<file path="config.mk">
export PLATFORM = sky130hd
export DESIGN_NAME = cpu7_ifu_fetch_sched
export DESIGN_NICKNAME = d
export VERILOG_FILES = /design/src/rtl/cpu7_ifu_fetch_sched.sv
export SDC_FILE = /design/constraint.sdc
export NUM_CORES = 1
export LEC_CHECK = 0
export BUFFER_PORTS_ARGS = -buffer_cell sky130_fd_sc_hd__buf_4
export CAP_MARGIN = 40
export CORE_AREA = 3 3 109 111
export CTS_BUF_LIST = sky130_fd_sc_hd__clkbuf_4
export CTS_CLUSTER_SIZE = 24
export DETAILED_ROUTE_END_ITERATION = 8
export DIE_AREA = 0 0 112 114
export PLACE_DENSITY = 0.94
export SYNTH_ARGS = -nofsm -noshare
export SYNTH_HDL_FRONTEND = slang
export SYNTH_SLANG_ARGS = --single-unit
</file>
<file path="constraint.sdc">
create_clock -name clock -period 3.9 [get_ports clock]
set_input_delay 0.195 -clock clock [delete_from_list [all_inputs] [get_ports clock]]
set_output_delay 0.195 -clock clock [all_outputs]
set_load 0.05 [all_outputs]
</file>
<file path="src/rtl/cpu7_ifu_fetch_sched.sv">
// cpu7 IFU fetch-request scheduler: picks the next fetch PC, drives the instruction-bus
// request handshake and tracks in-flight fetches so that cancelled responses are discarded.
module cpu7_ifu_fetch_sched #(
  parameter int unsigned MAX_OUTST = 2,
  parameter int unsigned CNTW      = 3
) (
  input  logic            clock,
  input  logic            resetn,
  input  logic [31:0]     pc_init,
  input  logic            exu_ifu_except,
  input  logic [31:0]     exu_ifu_eentry,
  input  logic            exu_ifu_ertn_e,
  input  logic [31:0]     exu_ifu_era,
  input  logic            exu_ifu_br_taken,
  input  logic [31:0]     exu_ifu_br_target,
  input  logic            exu_ifu_stall_req,
  output logic            inst_req,
  output logic [31:0]     inst_addr,
  input  logic            inst_addr_ok,
  output logic            inst_cancel,
  input  logic            inst_valid_f,
  output logic            fetch_vld_f,
  output logic [31:0]     fetch_pc_f,
  output logic [CNTW-1:0] outst_cnt,
  output logic            proto_err
);

  localparam int unsigned     PtrW    = (MAX_OUTST > 1) ? $clog2(MAX_OUTST) : 1;
  localparam logic [PtrW-1:0] PtrLast = PtrW'(MAX_OUTST - 1);
  localparam logic [CNTW-1:0] CntMax  = CNTW'(MAX_OUTST);

  typedef enum logic [0:0] {StBoot, StRun} state_e;

  state_e          state_q, state_d;
  logic [31:0]     pc_bf_q, pc_bf_d;
  logic [CNTW-1:0] outst_q, outst_d;
  logic [CNTW-1:0] drop_q, drop_d;
  logic [PtrW-1:0] wr_ptr_q, wr_ptr_d;
  logic [PtrW-1:0] rd_ptr_q, rd_ptr_d;
  logic            perr_q, perr_d;
  logic [31:0]     fifo_q [MAX_OUTST];
  logic [31:0]     fifo_d [MAX_OUTST];

  logic        run;
  logic        redirect;
  logic [31:0] target;
  logic        accept;
  logic        resp;

  always_comb begin
    run      = (state_q == StRun);
    redirect = exu_ifu_except | exu_ifu_ertn_e | exu_ifu_br_taken;
    if (exu_ifu_except) begin
      target = exu_ifu_eentry;
    end else if (exu_ifu_ertn_e) begin
      target = exu_ifu_era;
    end else begin
      target = exu_ifu_br_target;
    end

    inst_req    = run & ~redirect & ~exu_ifu_stall_req & (outst_q < CntMax);
    accept      = inst_req & inst_addr_ok;
    resp        = inst_valid_f & (outst_q != '0);
    // A response popped during a redirect belongs to the cancelled stream.
    fetch_vld_f = resp & (drop_q == '0) & ~(run & redirect);
    inst_cancel = run & redirect & (outst_q != '0);
  end

  always_comb begin
    state_d  = state_q;
    pc_bf_d  = pc_bf_q;
    outst_d  = outst_q;
    drop_d   = drop_q;
    wr_ptr_d = wr_ptr_q;
    rd_ptr_d = rd_ptr_q;
    perr_d   = perr_q | (inst_valid_f & (outst_q == '0));
    fifo_d   = fifo_q;

    unique case (state_q)
      StBoot: begin
        pc_bf_d = pc_init;
        state_d = StRun;
      end
      StRun: begin
        if (redirect) begin
          pc_bf_d = target;
        end else if (accept) begin
          pc_bf_d = pc_bf_q + 32'd4;
        end
      end
      default: state_d = StBoot;
    endcase

    if (accept) begin
      fifo_d[wr_ptr_q] = pc_bf_q;
      wr_ptr_d         = (wr_ptr_q == PtrLast) ? '0 : wr_ptr_q + PtrW'(1);
    end
    if (resp) begin
      rd_ptr_d = (rd_ptr_q == PtrLast) ? '0 : rd_ptr_q + PtrW'(1);
    end

    unique case ({accept, resp})
      2'b10:   outst_d = outst_q + CNTW'(1);
      2'b01:   outst_d = outst_q - CNTW'(1);
      default: outst_d = outst_q;
    endcase

    // Everything still in flight after this cycle's pop is stale once we redirect.
    if (run && redirect) begin
      drop_d = outst_q - CNTW'(resp);
    end else if (resp && (drop_q != '0)) begin
      drop_d = drop_q - CNTW'(1);
    end
  end

  always_ff @(posedge clock or negedge resetn) begin
    if (!resetn) begin
      state_q  <= StBoot;
      pc_bf_q  <= '0;
      outst_q  <= '0;
      drop_q   <= '0;
      wr_ptr_q <= '0;
      rd_ptr_q <= '0;
      perr_q   <= 1'b0;
      for (int i = 0; i < int'(MAX_OUTST); i++) begin
        fifo_q[i] <= '0;
      end
    end else begin
      state_q  <= state_d;
      pc_bf_q  <= pc_bf_d;
      outst_q  <= outst_d;
      drop_q   <= drop_d;
      wr_ptr_q <= wr_ptr_d;
      rd_ptr_q <= rd_ptr_d;
      perr_q   <= perr_d;
      fifo_q   <= fifo_d;
    end
  end

  assign inst_addr  = pc_bf_q;
  assign fetch_pc_f = fifo_q[rd_ptr_q];
  assign outst_cnt  = outst_q;
  assign proto_err  = perr_q;

endmodule

</file>
# Yosys cells after proc, flatten, opt, wreduce, memory -nomap -nowiden
# Index checks and enable logic that the tools add are counted.
[word_totals] regBits=106 latchBits=0 ramBits=0 romBits=0 inputBits=136 output_inout_bits=71 n_memories=0
[classes] addsub=7 mul=0 div_mod_pow=0 order_cmp=4 eq_ne=3 shift=0 muxes=16 bitwise=19 reduce_logical=9
[op_table] cell="2-to-1 mux 32 bit" count=8
[op_table] cell="bitwise mux 64 bit" count=1
[op_table] cell="one-hot mux 32 bit (2 select lines)" count=1
[op_table] cell="adder 32 x 3 -> 32 bit, second input constant" count=1
[op_table] cell="demux 32 bit (select 1 bit)" count=1
[op_table] cell="AND 1 bit" count=10
[op_table] cell="zero test 3 bit" count=2
[op_table] cell="2-to-1 mux 3 bit" count=2
[op_table] cell="one-hot mux 3 bit (2 select lines)" count=1
[op_table] cell="nonzero test 3 bit" count=2
[op_table] cell="subtractor 3 x 1 -> 3 bit, second input constant" count=2
[op_table] cell="greater-or-equal comparator 2 bit, second input constant" count=2
[op_table] cell="NOT 1 bit" count=4
[op_table] cell="NOT 1 -> 2 bit" count=2
[op_table] cell="nonzero test 2 bit" count=2
[op_table] cell="adder 3 x 1 -> 3 bit, second input constant" count=1
[op_table] cell="logical AND 1 bit" count=3
[op_table] cell="< comparator 3 x 2 -> 1 bit, second input constant" count=1
[op_table] cell="!= test 3 x 1 -> 1 bit, second input constant" count=1
[op_table] cell="OR 1 bit" count=3
[op_table] cell="subtractor 3 x 1 -> 3 bit" count=1
[op_table] cell="adder 1 bit, second input constant" count=2
[op_table] cell="== test 2 x 1 -> 1 bit, second input constant" count=1
[op_table] cell="== test 2 bit, second input constant" count=1
[op_table] cell="other kinds (2)" count=3

# Depth between registers and ports, before layout
# Gate-level depths: netlist of run 1.
[logic_depth] ltp_word=10 ltp_mapped=11

# Least setup slack after synthesis of run 1
# Ideal clock, no wire load.
[synth_timing] path_kind="reg2out" from="register state_q, in the netlist run" to="output inst_req" t_arrival_ns=2.751 required_time_ns=3.705 setup_slack_ns=0.954 path_stages_with_launch=6 n_path_buf=3 cell_sequence="dfrtp_1 buf_2 or4b_4 buf_2 buf_2 nor4_1"
[synth_between] elab_chain_len=3
[synth_lines] element="from (decl)" line="34" source="state_e state_q, state_d;"
[synth_lines] element="from (signal assigned)" line="118" source="state_q <= StBoot;"
[synth_lines] element="from (signal assigned)" line="129" source="state_q <= state_d;"
[synth_lines] element="AND 1 bit (3 in a row)" line="61" source="inst_req = run & ~redirect & ~exu_ifu_stall_req & (outst_q < CntMax);"
[synth_lines] element="to (decl)" line="17" source="output logic inst_req,"
# No other way between the ends.

# Worst setup path in the final report of run 1
[layout_timing] from="register state_q, in the netlist run" to="register pc_bf_q[29], in the netlist inst_addr[29]"
[layout_between] elab_chain_len=5
[layout_lines] element="AND 1 bit (3 in a row)" line="61"
[layout_lines] element="AND 1 bit" line="62" source="accept = inst_req & inst_addr_ok;"
[layout_lines] element="!= test 3 x 1 -> 1 bit (no source line)"
[layout_lines] element="to (signal assigned)" line="130" source="pc_bf_q <= pc_bf_d;"
[layout_lines] element="to (decl)" line="35" source="logic [31:0] pc_bf_q, pc_bf_d;"
# Several ways; a longest one is shown, not always the timed one.
# A chain may end at the register's enable or synchronous reset.

==> summary.md, run 1 <==
| Metric | Value |
|---|---|
| Detailed-route wire length | 20180 µm |
| Final nets | 930 |
| Mapped Avg Cell Area | 10.55 µm² |
| Status | finished clean |
| Slew Viols, Final | 0 |
| Sequential area share after synthesis | 42.32% |
| Grt ovf | 0 |
| CP Capture Type | register |
| Dominant cell type by area after synthesis | dfrtp_1 |
| DP Wirelength | 14440 µm |
| Initial antenna violation count | 1 |
| Final hold violations | 0 |
| Initial Util | 57.57% |
| Synthesized Nets | 737 |
| Routability congestion estimate | 0.8979 |
| Leak pwr | 0.003976 µW |
| Worst endpoint data arrival time | 3060 ps |
| Register area | 2654 µm² |
| Mapped cell area | 6269 µm² |
| Multi-input gate area | 3326 µm² |
| ANT nets after route | 0 |
| Number of remaining DRC errors | 0 |
| Hold_buf cts | 15 |
| Area Overhead vs Synth | 30.68% |
| Fin crit period | 2682 ps |
| Post-CTS setup buffers | 0 |
| Drt first pass iters | 5 |
| Routed wire per std cell | 21.63 µm |
| HP Class | input pin to register |
| CTS tree | done |
| Total Die Area | 12770 µm² |
| Post-CTS sizing | 0 |
| First-pass GRT wire length | 31660 µm |
| Iteration-0 DRC Markers | 627 |
| Cell Rows | 38 |
| Largest net degree at the start of global routing | 55 |
| Worst-path maximum fanout | 21 |
| Clk slew on worst S/H paths | 160 ps |
| Ys flop type | dfrtp_1 |
| Synth async-reset ratio | 100.0% |
| Pre-CTS setup slack | 1180 ps |
| Total negative setup slack | 0 ps |
| Via Count | 5939 |
| Maxcap violations | 0 |
| Port Buffers | 206 |
| Pwr dens | 448.3 nW/µm² |
| Yosys warning count | 0 |
| Core Region | 10890 µm² |
| Fillers | 710 |
| Vias in the first global route | 6179 |
| Maximum level of the CTS H-tree | 3 |
| Synth area leaders | dfrtp_1, mux2_2, o21ai_0 |
| FMAX | 0.3728 GHz |
| Slew margin rel. | 50.25% |
| Setup WS post-layout | 1218 ps |
| Fin util | 75.24% |
| Max clock buf depth | 2 |
| # clock sinks | 106 |
| Total GRT Usage | 31.39% |
| Insertion delay to the later sink of the worst-skew pair | 470 ps |
| Final Cycle Share | 68.78% |
| Skew final | 22.36 ps |
| CTS root buffer | clkbuf_4 |
| Num ports | 207 |
| Setup slack, reg-to-reg | 1220 ps |
| CTS Buf Count | 9 |
| Crit Path Category | register to register |
| Cell area after layout | 8192 µm² |
| Worst path required time | 4280 ps |
| Post-synth EDFFs | 0 |
| FF+latch count, synth | 106 |
| WHS | 37.57 ps |
| Placed Area | 7878 µm² |
| Crit path launch type | register |
| Slew @ Worst Pin | 744.5 ps |
| Distinct cells, synth | 62 |
| Chip height | 114 µm |
| Unrepaired setup endpoints after global routing | no |
| Share of the synthesized area in the top cell type | 42.32% |
| Die W | 112 µm |
| Cell count after synthesis | 594 |
| Endpoints failing setup | 0 |
| Vias per Instance | 6.365 |
| Layout cells sized above 1 | 42.93% |
| VDD IR-drop max | 0.0003982 V |
-- critical path, cell delays in order (launching register included) --
cell	delay, ps
dfrtp_2	670
or4b_4	700
o21ai_4	520
o22ai_1	270
nand2b_1	220
a22oi_1	210
-- flip-flops by register name (all words and copies together), names as in the netlist --
register   count
wr_ptr_q       1
outst_cnt      3
run            1
fifo_q        64
rd_ptr_q       1
drop_q         3
inst_addr     32
proto_err      1
-- synth_stat cells, drive strengths merged (6+ instances only) --
library cell,n
and3,10
a2bb2oi,9
inv,13
nor3,12
o211ai,10
a21oi,23
o22a,8
mux2i,11
nand3b,9
mux2,95
a31oi,11
o22ai,10
and2,6
xnor2,8
ha,6
buf,24
clkbuf,24
xor2,9
dfrtp,106
o21ai,28
nand2b,6
nand3,14
nand4,7
a22oi,13
nand2,31
nor2,33
-- path summary, 6_finish.rpt --
path	startpoint	endpoint	cells past startpoint
worst max-delay path	run	inst_addr[29]	5
worst min-delay path	pc_init[8]	inst_addr[8]	3
worst max register to register	run	inst_addr[29]	5
worst min register to register	proto_err	proto_err	1
max in group asynchronous	resetn	fifo_q[56]	3
min in group asynchronous	resetn	fifo_q[5]	2
-- power breakdown --
group	leakage, µW	internal, µW	switching, µW	total [µW]
logic	0.00251	629	905	1530
clock network	0.0000888	269	376	645
registers	0.00137	1270	221	1490
-- placed cells by master, fill, tap and decap left out, types with 7 or more instances in the layout --
master,Yosys,final
nand4_1,7,7
mux2i_1,11,11
and3_1,10,10
o22ai_1,10,10
o21ai_0,25,25
nor2_1,31,31
nor3_1,10,10
dlygate4sd3_1,0,15
a21oi_1,23,23
a2bb2oi_1,9,9
nand2_1,30,30
inv_1,13,13
buf_4,1,212
clkbuf_4,0,10
o22a_1,8,8
dfrtp_1,106,105
a22oi_1,13,13
xnor2_1,8,8
nand3b_1,9,9
o211ai_1,10,10
nand3_1,13,13
mux2_2,91,91
a31oi_1,11,11
xor2_1,9,9
-- per-layer routing --
layer,global-route usage (%),share of wire (%)
met5,1.961,0
met4,15.87,4.4
met3,8.170,11
met2,51.52,48
met1,38.41,36
-- cells by family (layout without fill, tap and decap cells) --
kind of cell             after synthesis  after routing  share of synthesized area (%)
AND/OR/NAND/NOR                      143            143                          13.25
AO/OA/AOI/OAI                        153            153                          17.03
flip-flops                           106            106                          42.32
adder cells (fa/ha/maj)                7              7                          1.517
buffers and inverters                 61            259                          4.631
multiplexers                         106            106                          18.82
other                                  1              2                        0.05982
XOR/XNOR                              17             17                          2.375
-- through the flow --
stage | power [µW] | cells
after floorplan | 2474 | 594
after global placement | 2931 | 898
final | 3672 | 933
after detailed placement | 3029 | 901
after CTS | 3677 | 932
after global routing | 3833 | 933
-- final cells by class --
class                           count  share of cell area [%]
Multi-Input combinational cell    427                   40.60
Antenna cell                        1                 0.03055
Clock buffer                       10                  0.9164
Sequential cell                   106                   32.40
Tap cell                          140                   2.138
Inverter                           13                  0.5957
Timing Repair Buffer              230                   22.27
Clock inverter                      6                   1.054
(Power assumes the default switching activity.)
==> run 2: changes to the inputs <==
--- a/config.mk
+++ b/config.mk
@@ -7,12 +7,12 @@
 export LEC_CHECK = 0
 export BUFFER_PORTS_ARGS = -buffer_cell sky130_fd_sc_hd__buf_4
 export CAP_MARGIN = 40
-export CORE_AREA = 3 3 109 111
+export CORE_AREA = 3 3 119 121
 export CTS_BUF_LIST = sky130_fd_sc_hd__clkbuf_4
 export CTS_CLUSTER_SIZE = 24
 export DETAILED_ROUTE_END_ITERATION = 8
-export DIE_AREA = 0 0 112 114
-export PLACE_DENSITY = 0.94
+export DIE_AREA = 0 0 122 124
+export PLACE_DENSITY = 0.84
 export SYNTH_ARGS = -nofsm -noshare
 export SYNTH_HDL_FRONTEND = slang
 export SYNTH_SLANG_ARGS = --single-unit
==> constraint.sdc (replaced) <==
create_clock -name clock -period 2.31 [get_ports clock]
set_input_delay 0.1155 -clock clock [delete_from_list [all_inputs] [get_ports clock]]
set_output_delay 0.1155 -clock clock [all_outputs]
set_load 0.05 [all_outputs]
==> run 2 against run 1 <==
  * Clock skew is 3.5 ps lower
  * Sequential power is 65% higher
  * Core utilization down 11 points
  * Via count is 1.8% lower
  * Hold slack worse by 18 ps
  * Combinational power rose by 73%
  * Final cell count grew 6.9%
  * Sequential share of layout area is 0.94 points lower
  * Design area grew 3.0%
  * Setup slack got worse by 1100 ps
  * Critical endpoint is now inst_req
  * Largest cell class unchanged
  * Largest power group unchanged
  * Highest routed layer unchanged
==> summary.md, run 2 (same netlist as run 1, synthesis figures left out) <==
| Metric | Value |
|---|---|
| Status | finished clean |
| Final Cycle Share | 94.77% |
| Via Count | 5833 (-1.8%) |
| Placed Area | 8026 µm² (+1.9%) |
| Total negative setup slack | 0 ps (unchanged) |
| Hold path depth | 4 (+1) |
| Area Overhead vs Synth | 34.57% |
| Largest net degree at the start of global routing | 53 (-3.6%) |
| Routed wire per std cell | 20.13 µm (-6.9%) |
| Slew Viols, Final | 0 (unchanged) |
| Worst Reg-to-Reg Cells | 5 (unchanged) |
| Num ports | 207 (unchanged) |
| Cell Rows | 42 (+11%) |
| Commonest cells after routing, fill and taps aside | buf_4, dfrtp_1, mux2_2 |
| CP Capture Type | output pin |
| Pwr dens | 721.0 nW/µm² (+61%) |
| Maxcap violations | 0 (unchanged) |
| Levels on crit path | 4 (-1) |
| ANT cells | 0 (-1) |
| Slew margin rel. | 51.87% (+1.6 points) |
| Total Die Area | 15130 µm² (+18%) |
| Die W | 122 µm (+8.9%) |
| Clk slew on worst S/H paths | 160 ps (about the same) |
| Layout cells sized above 1 | 43.97% (+1.0 points) |
| DP Wirelength | 14520 µm (+0.54%) |
| Vias per Instance | 5.851 (-8.1%) |
| HP Class | input pin to register |
| Max clock buf depth | 2 (unchanged) |
| Register area | 2654 µm² (unchanged) |
| Insertion delay to the later sink of the worst-skew pair | 470 ps (about the same) |
| Largest Register | fifo_q |
| Iteration-0 DRC Markers | 553 (-12%) |
| Number of remaining DRC errors | 0 (unchanged) |
| Fin crit period | 2189 ps |
| Most used cell, CP | buf_4 |
| Routability congestion estimate | 0.8888 (-1.0%) |
| Max reg flops | 64 (unchanged) |
| Unrepaired setup endpoints after global routing | no |
| Worst path required time | 2190 ps (-2090 ps) |
| VDD IR-drop max | 0.0004978 V (+25%) |
| Core Region | 13190 µm² (+21%) |
| CTS Buf Count | 9 (unchanged) |
| ANT nets after route | 0 (unchanged) |
| Worst-path maximum fanout | 19 (-9.5%) |
| Multi-input gate area | 3337 µm² (+0.34%) |
| Crit-path slowest cell | or4b_4 |
| Maximum level of the CTS H-tree | 3 (unchanged) |
| First-pass GRT wire length | 30880 µm (-2.5%) |
| CTS root buffer | clkbuf_4 |
| Crit path max-delay family | simple AND/OR/NAND/NOR gates |
| Detailed-route wire length | 20070 µm (-0.56%) |
| Slew @ Worst Pin | 722.0 ps (-22.50 ps) |
| Initial antenna violation count | 0 (-1) |
| Critical path's largest stage delay | 480 ps (-220 ps) |
| Fillers | 1065 (+50%) |
| Chip height | 124 µm (+8.8%) |
| Endpoints failing setup | 0 (unchanged) |
| Most common cell after layout, fill and taps aside | buf_4 |
| Initial Util | 47.52% (-10 points) |
| Vias in the first global route | 5795 (-6.2%) |
| Leak pwr | 0.004079 µW (+2.6%) |
| Skew final | 18.85 ps (-3.514 ps) |
| Cell area after layout | 8436 µm² (+3.0%) |
| Total GRT Usage | 26.39% (-5.0 points) |
| Port Buffers | 206 (unchanged) |
| FMAX | 0.4568 GHz |
| Final nets | 959 (+3.1%) |
| Worst endpoint data arrival time | 2070 ps (-990 ps) |
| Crit path launch type | register |
| Crit Path Category | register to output pin |
| Grt ovf | 0 (unchanged) |
| CTS tree | done |
| Worst-path cell chain | or4b_4 > buf_4 > nor4_2 > buf_4 |
| Drt first pass iters | 6 (+1) |
| WP buf/inv | 2 (+2) |
| # clock sinks | 106 (unchanged) |
| Final hold violations | 0 (unchanged) |
==> run 2: cell type report <==
cell class	count	share of cell area (%)
Inverter	13	0.5785
Clock inverter	6	0.7861
Tap cell	176	2.610
Multi-Input combinational cell	427	39.56
Clock buffer	10	0.8899
Timing Repair Buffer	259	24.12
Sequential cell	106	31.46
==> run 2: power breakdown <==
| group | leakage (µW) | internal, µW | switching, µW |
|---|---|---|---|
| combinational | 0.00264 | 1070 | 1580 |
| clock | 0.0000690 | 344 | 639 |
| sequential | 0.00137 | 2150 | 305 |
==> run 2: worst min-delay path, stage by stage <==
cell	delay, ps
buf_4	110
nor2_1	80
o22ai_1	80
o21a_1	90
==> run 2: worst paths after layout <==
check / startpoint / to / slack (ps)
min reg2reg: fifo_q[48] / fifo_q[48] / 500
max: run / inst_req / 120
max reg2reg: outst_cnt[1] / inst_addr[9] / 170
min: pc_init[20] / inst_addr[20] / 20
max in group asynchronous: resetn / inst_addr[0] / 1410
min in group asynchronous: resetn / fifo_q[23] / 230
==> run 2: per-layer routing <==
| layer | vias up | GRT usage (%) | wire length, µm |
|---|---|---|---|
| li1 | 2657 | - | - |
| met1 | 2807 | 33.57 | 8077 |
| met2 | 321 | 44.51 | 9549 |
| met3 | 48 | 5.268 | 1834 |
| met4 | 0 | 10.36 | 609 |
| met5 | - | 0 | 0 |
==> run 2: through the flow <==
stage	power, µW	setup slack [ps]	hold WS [ps]	cells	utilization, %
CTS	6117	103.1	10.15	997	63.95
global route	6403	63.99	29.34	997	63.95
detailed placement	5094	276.0	221.2	954	60.85
global placement	5034	337.6	213.5	954	60.85
floorplan	4185	1.994	-180.1	594	-
finish	6082	120.9	19.44	997	63.95
==> run 2: timing repair <==
| item | CTS | global route |
|---|---|---|
| setup endpoints to repair | 1 | 0 |
| hold buffers | 26 | 0 |
| setup buffers | 1 | 0 |
| gates resized for setup | 0 | 0 |
| endpoints found under the hold margin | 73 | 0 |
